<file path="src/rtl/kmul_pipe.sv">
// Two-stage 12x12 unsigned multiplier with valid/ready flow control and a sideband tag.
// Optional sticky operand range check is enabled by defining KMUL_RANGE_CHK_EN.
module kmul_pipe #(
  parameter int WIDA = 12,
  parameter int WIDC = 24,
  parameter int TAGW = 8,
  parameter int QMOD = 3329
) (
  input  logic            clk,
  input  logic            rst,
  input  logic            in_valid,
  output logic            in_ready,
  input  logic [WIDA-1:0] a,
  input  logic [WIDA-1:0] b,
  input  logic [TAGW-1:0] in_tag,
  output logic            out_valid,
  input  logic            out_ready,
  output logic [WIDC-1:0] c,
  output logic [TAGW-1:0] out_tag,
  output logic            busy,
  output logic            err
);

  logic            vld_p1, vld_p2;
  logic [WIDA-1:0] a_p1, b_p1;
  logic [TAGW-1:0] tag_p1, tag_p2;
  logic [WIDC-1:0] c_p2;
  logic            s1_load, s2_load, in_xfer;

  function automatic logic [WIDC-1:0] mul_full(input logic [WIDA-1:0] x,
                                               input logic [WIDA-1:0] y);
    return WIDC'(x) * WIDC'(y);
  endfunction

  // S2 frees up when empty or draining; S1 can then always advance into it.
  assign s2_load  = !vld_p2 || out_ready;
  assign s1_load  = !vld_p1 || s2_load;
  assign in_ready = s1_load;
  assign in_xfer  = in_valid && s1_load;

  // Stage 1: operand and tag capture
  always_ff @(posedge clk or negedge rst) begin
    if (!rst) begin
      vld_p1 <= 1'b0;
      a_p1   <= '0;
      b_p1   <= '0;
      tag_p1 <= '0;
    end else begin
      if (s1_load) vld_p1 <= in_valid;
      if (in_xfer) begin
        a_p1   <= a;
        b_p1   <= b;
        tag_p1 <= in_tag;
      end
    end
  end

  // Stage 2: full-width product and tag
  always_ff @(posedge clk or negedge rst) begin
    if (!rst) begin
      vld_p2 <= 1'b0;
      c_p2   <= '0;
      tag_p2 <= '0;
    end else begin
      if (s2_load) vld_p2 <= vld_p1;
      if (s2_load && vld_p1) begin
        c_p2   <= mul_full(a_p1, b_p1);
        tag_p2 <= tag_p1;
      end
    end
  end

  assign out_valid = vld_p2;
  assign c         = c_p2;
  assign out_tag   = tag_p2;
  assign busy      = vld_p1 | vld_p2;

`ifdef KMUL_RANGE_CHK_EN
  localparam logic [WIDA-1:0] QLIM = WIDA'(QMOD);
  logic err_flag;

  always_ff @(posedge clk or negedge rst) begin
    if (!rst) begin
      err_flag <= 1'b0;
    end else if (in_xfer && ((a >= QLIM) || (b >= QLIM))) begin
      err_flag <= 1'b1;
    end
  end

  assign err = err_flag;
`else
  logic unused_qmod;
  assign unused_qmod = ^QMOD;
  assign err = 1'b0;
`endif

endmodule

</file>
<file path="config.mk">
export PLATFORM = sky130hd
export DESIGN_NAME = kmul_pipe
export DESIGN_NICKNAME = d
export VERILOG_FILES = /design/src/rtl/kmul_pipe.sv
export SDC_FILE = /design/constraint.sdc
export NUM_CORES = 1
export LEC_CHECK = 0
export CAP_MARGIN = 20
export CELL_PAD_IN_SITES_DETAIL_PLACEMENT = 1
export CELL_PAD_IN_SITES_GLOBAL_PLACEMENT = 2
export CORE_ASPECT_RATIO = 0.9
export CORE_MARGIN = 1
export CORE_UTILIZATION = 40
export DETAILED_ROUTE_END_ITERATION = 10
export PLACE_DENSITY_LB_ADDON = 0.1
export SYNTH_ARGS = -nofsm -noshare
export SYNTH_HDL_FRONTEND = slang
export SYNTH_SLANG_ARGS = --single-unit
</file>
<file path="constraint.sdc">
create_clock -name clk -period 7.2 [get_ports clk]
set_input_delay 1.8 -clock clk [delete_from_list [all_inputs] [get_ports clk]]
set_output_delay 1.8 -clock clk [all_outputs]
set_load 0.02 [all_outputs]
</file>
==> results.tsv <==
metric	value	unit
outcome	finished, final reports clean	
grt_max_degree	67	
cts.clk_slew.worst_paths	0.06	ns
path_max_fanout	13	
synth-edff-count	0	
clock_skew	0.00870	ns
crit-reg2reg-launch	b_p1[3]$_DFFE_PN0P_	
hold_buffers	0	
ant_nets	0	
post-cts-setup-buffers	0	
syn_nets	996	
max_slew_margin	40.1	%
worst-path-buf-inv	5	
yosysSeqAreaShare	22.4	%
syn_avg_cell_area	9.24	µm²
wire_per_inst	18.3	µm
dr.pass1.iters	4	
routed_wl	19800	µm
syn_to_final_growth	15.8	%
final_cell_mix	161 x nand2_1, 140 x inv_1, 100 x fa_1	
diodes	0	
dpl.hpwl	15700	µm
synth-async-reset-ratio	100	%
finalCritPeriodShare	77.6	%
syn_inst	798	
fin_nets	1039	
reg2regPathDepth	17	
worstSetupEndpointType	flop	
htree_levels	3	
path_depth	17	
startpoint	b_p1[3]$_DFFE_PN0P_	
rows	46	
critPathMaxStageDelay	0.69	ns
cts-root-buf	clkbuf_16	
required	7.42	ns
place_congestion	0.832	
worstSetupPathType	reg -> reg	
die_h	131	µm
layout_commonest_cell	nand2_1	
fp.coreArea	17800	µm²
ctsResizeCount	0	
grt_pass1_vias	6280	
layout-drive-gt1-share	7.09	%
dr_total_vias	5583	
cts.sinks	66	
grtUsageTotal	22.3	%
critPathTopFamily	adder cells	
io_pins	72	
period_needed	5.59	ns
yosysWarnings	0	
cpMaxStageDelayCell	dfrtp_1	
finalHoldViolations	0	
maxCapViolCount	0	
reg2reg_setup_slack	1.61	ns
clockBufferDepth	2	
cts_tree	yes	
worst_pin_slew	0.899	ns
synth_ff_type	dfrtp_1	
rsz0062_at_grt	false	
r2r_end	c[15]$_DFFE_PN0P_	
port_buffers	70	
drv_slew	0	
setup_viol_count_final	0	
cts-buffers-inserted	9	
ys_seq_elements	66	
grt_first_pass_wirelength	32600	µm
tns	0	ns
first_iter_violations	233	
arrival	5.80	ns
drc	0	
ys_types	53	
vias_per_cell	5.14	
dieArea	19000	µm²
initial_utilization	41.3	%
antenna_found_initial	0	
worstPathCellList	nand2_1 -> fa_1 -> inv_1 -> fa_1 -> inv_1 -> fa_1 -> inv_1 -> fa_1 -> inv_1 -> fa_1 -> inv_1 -> ha_1 -> a211oi_1 -> o21ai_0 -> a311oi_1 -> xor2_1 -> o21ai_0	
overflow	0	
die_w	145	µm
clk-insertion-delay-late	0.35	ns
startpoint_type	flop	
hp-class	reg -> reg	
endpoint	c[15]$_DFFE_PN0P_	
syn-cell-area	7380	µm²
max_freq	179	MHz
metrics by stage:
stage | hold slack (ns) | utilization (%) | setup WS (ns) | instance area (µm²) | cells
final | 0.478 | 47.9 | 1.61 | 8540 | 1086
after CTS | 0.478 | 47.9 | 1.59 | 8540 | 1086
after global routing | 0.506 | 47.9 | 1.33 | 8540 | 1086
after floorplan | 0.433 | - | 2.25 | 7380 | 798
after detailed placement | 0.464 | 46.1 | 1.61 | 8230 | 1070
after global placement | 0.441 | 46.1 | 1.63 | 8230 | 1070
tightest hold or removal path, delay by kind of cell (launching register included):
kind,cells,cell delay (ns)
flip-flops,1,0.35
AND/OR/NAND/NOR,2,0.10
synth_stat cells (4+ instances only):
master	n	area share (%)
a21oi_1	11	0.75
inv_1	140	7.1
o2111ai_1	4	0.47
xor2_1	5	0.59
nor3_1	5	0.34
nand2b_1	5	0.42
and3_1	4	0.34
a211oi_1	6	0.61
o21ai_0	15	1.0
nand3_1	9	0.61
and2_1	53	4.5
a21o_1	6	0.61
clkbuf_1	33	1.7
o21a_1	5	0.51
mux2_2	32	4.9
nand2_1	161	8.2
dfrtp_1	66	22
fa_1	100	27
o31ai_1	6	0.61
nor2b_1	4	0.34
nor2_1	11	0.56
ha_1	62	11
cell families after synthesis:
| group | count (synthesis) | synth area share [%] |
|---|---|---|
| compound gates | 78 | 7.53 |
| xor+xnor | 8 | 0.950 |
| fa+ha+maj | 162 | 37.7 |
| buf+inv | 181 | 9.36 |
| flops | 66 | 22.4 |
| mux | 33 | 5.02 |
| other cells | 1 | 0.0508 |
| simple gates | 269 | 17.0 |
how the worst min path moves through the flow:
stage                               start                      to  slack [ns]  depth (start not counted)
global route            c[10]$_DFFE_PN0P_       c[10]$_DFFE_PN0P_        0.51                          2
CTS                 tag_p1[7]$_DFFE_PN0P_  out_tag[7]$_DFFE_PN0P_        0.48                          2
global placement    tag_p1[2]$_DFFE_PN0P_  out_tag[2]$_DFFE_PN0P_        0.44                          2
detailed placement  tag_p1[7]$_DFFE_PN0P_  out_tag[7]$_DFFE_PN0P_        0.46                          2
floorplan           tag_p1[0]$_DFFE_PN0P_  out_tag[0]$_DFFE_PN0P_        0.43                          2
finish              tag_p1[7]$_DFFE_PN0P_  out_tag[7]$_DFFE_PN0P_        0.48                          2
final cells by class:
cell class | instances | area [µm²]
clock buffer | 9 | 225
clock inverter | 7 | 85.1
fill | 2040 | 9300
inverter | 140 | 526
multi-input combinational | 551 | 5030
sequential | 66 | 1650
tap | 240 | 300
timing repair buffer | 73 | 718
flip-flops by register name, indices dropped and copies added, names as in the netlist:
| name | cells |
|---|---|
| c | 24 |
| out_valid | 1 |
| vld_p1 | 1 |
| out_tag | 8 |
| a_p1 | 12 |
| b_p1 | 12 |
| tag_p1 | 8 |
routing by layer:
metal	part of all wire [%]	wire length, µm	global-route usage (%)
met1	44	8730	28.2
met2	51	10100	39.9
met3	3.2	634	3.23
met4	1.9	374	7.18
met5	0	0	0
Power is not shown: default switching activity piles up to over one toggle a cycle in this logic, so the estimate is an artifact.
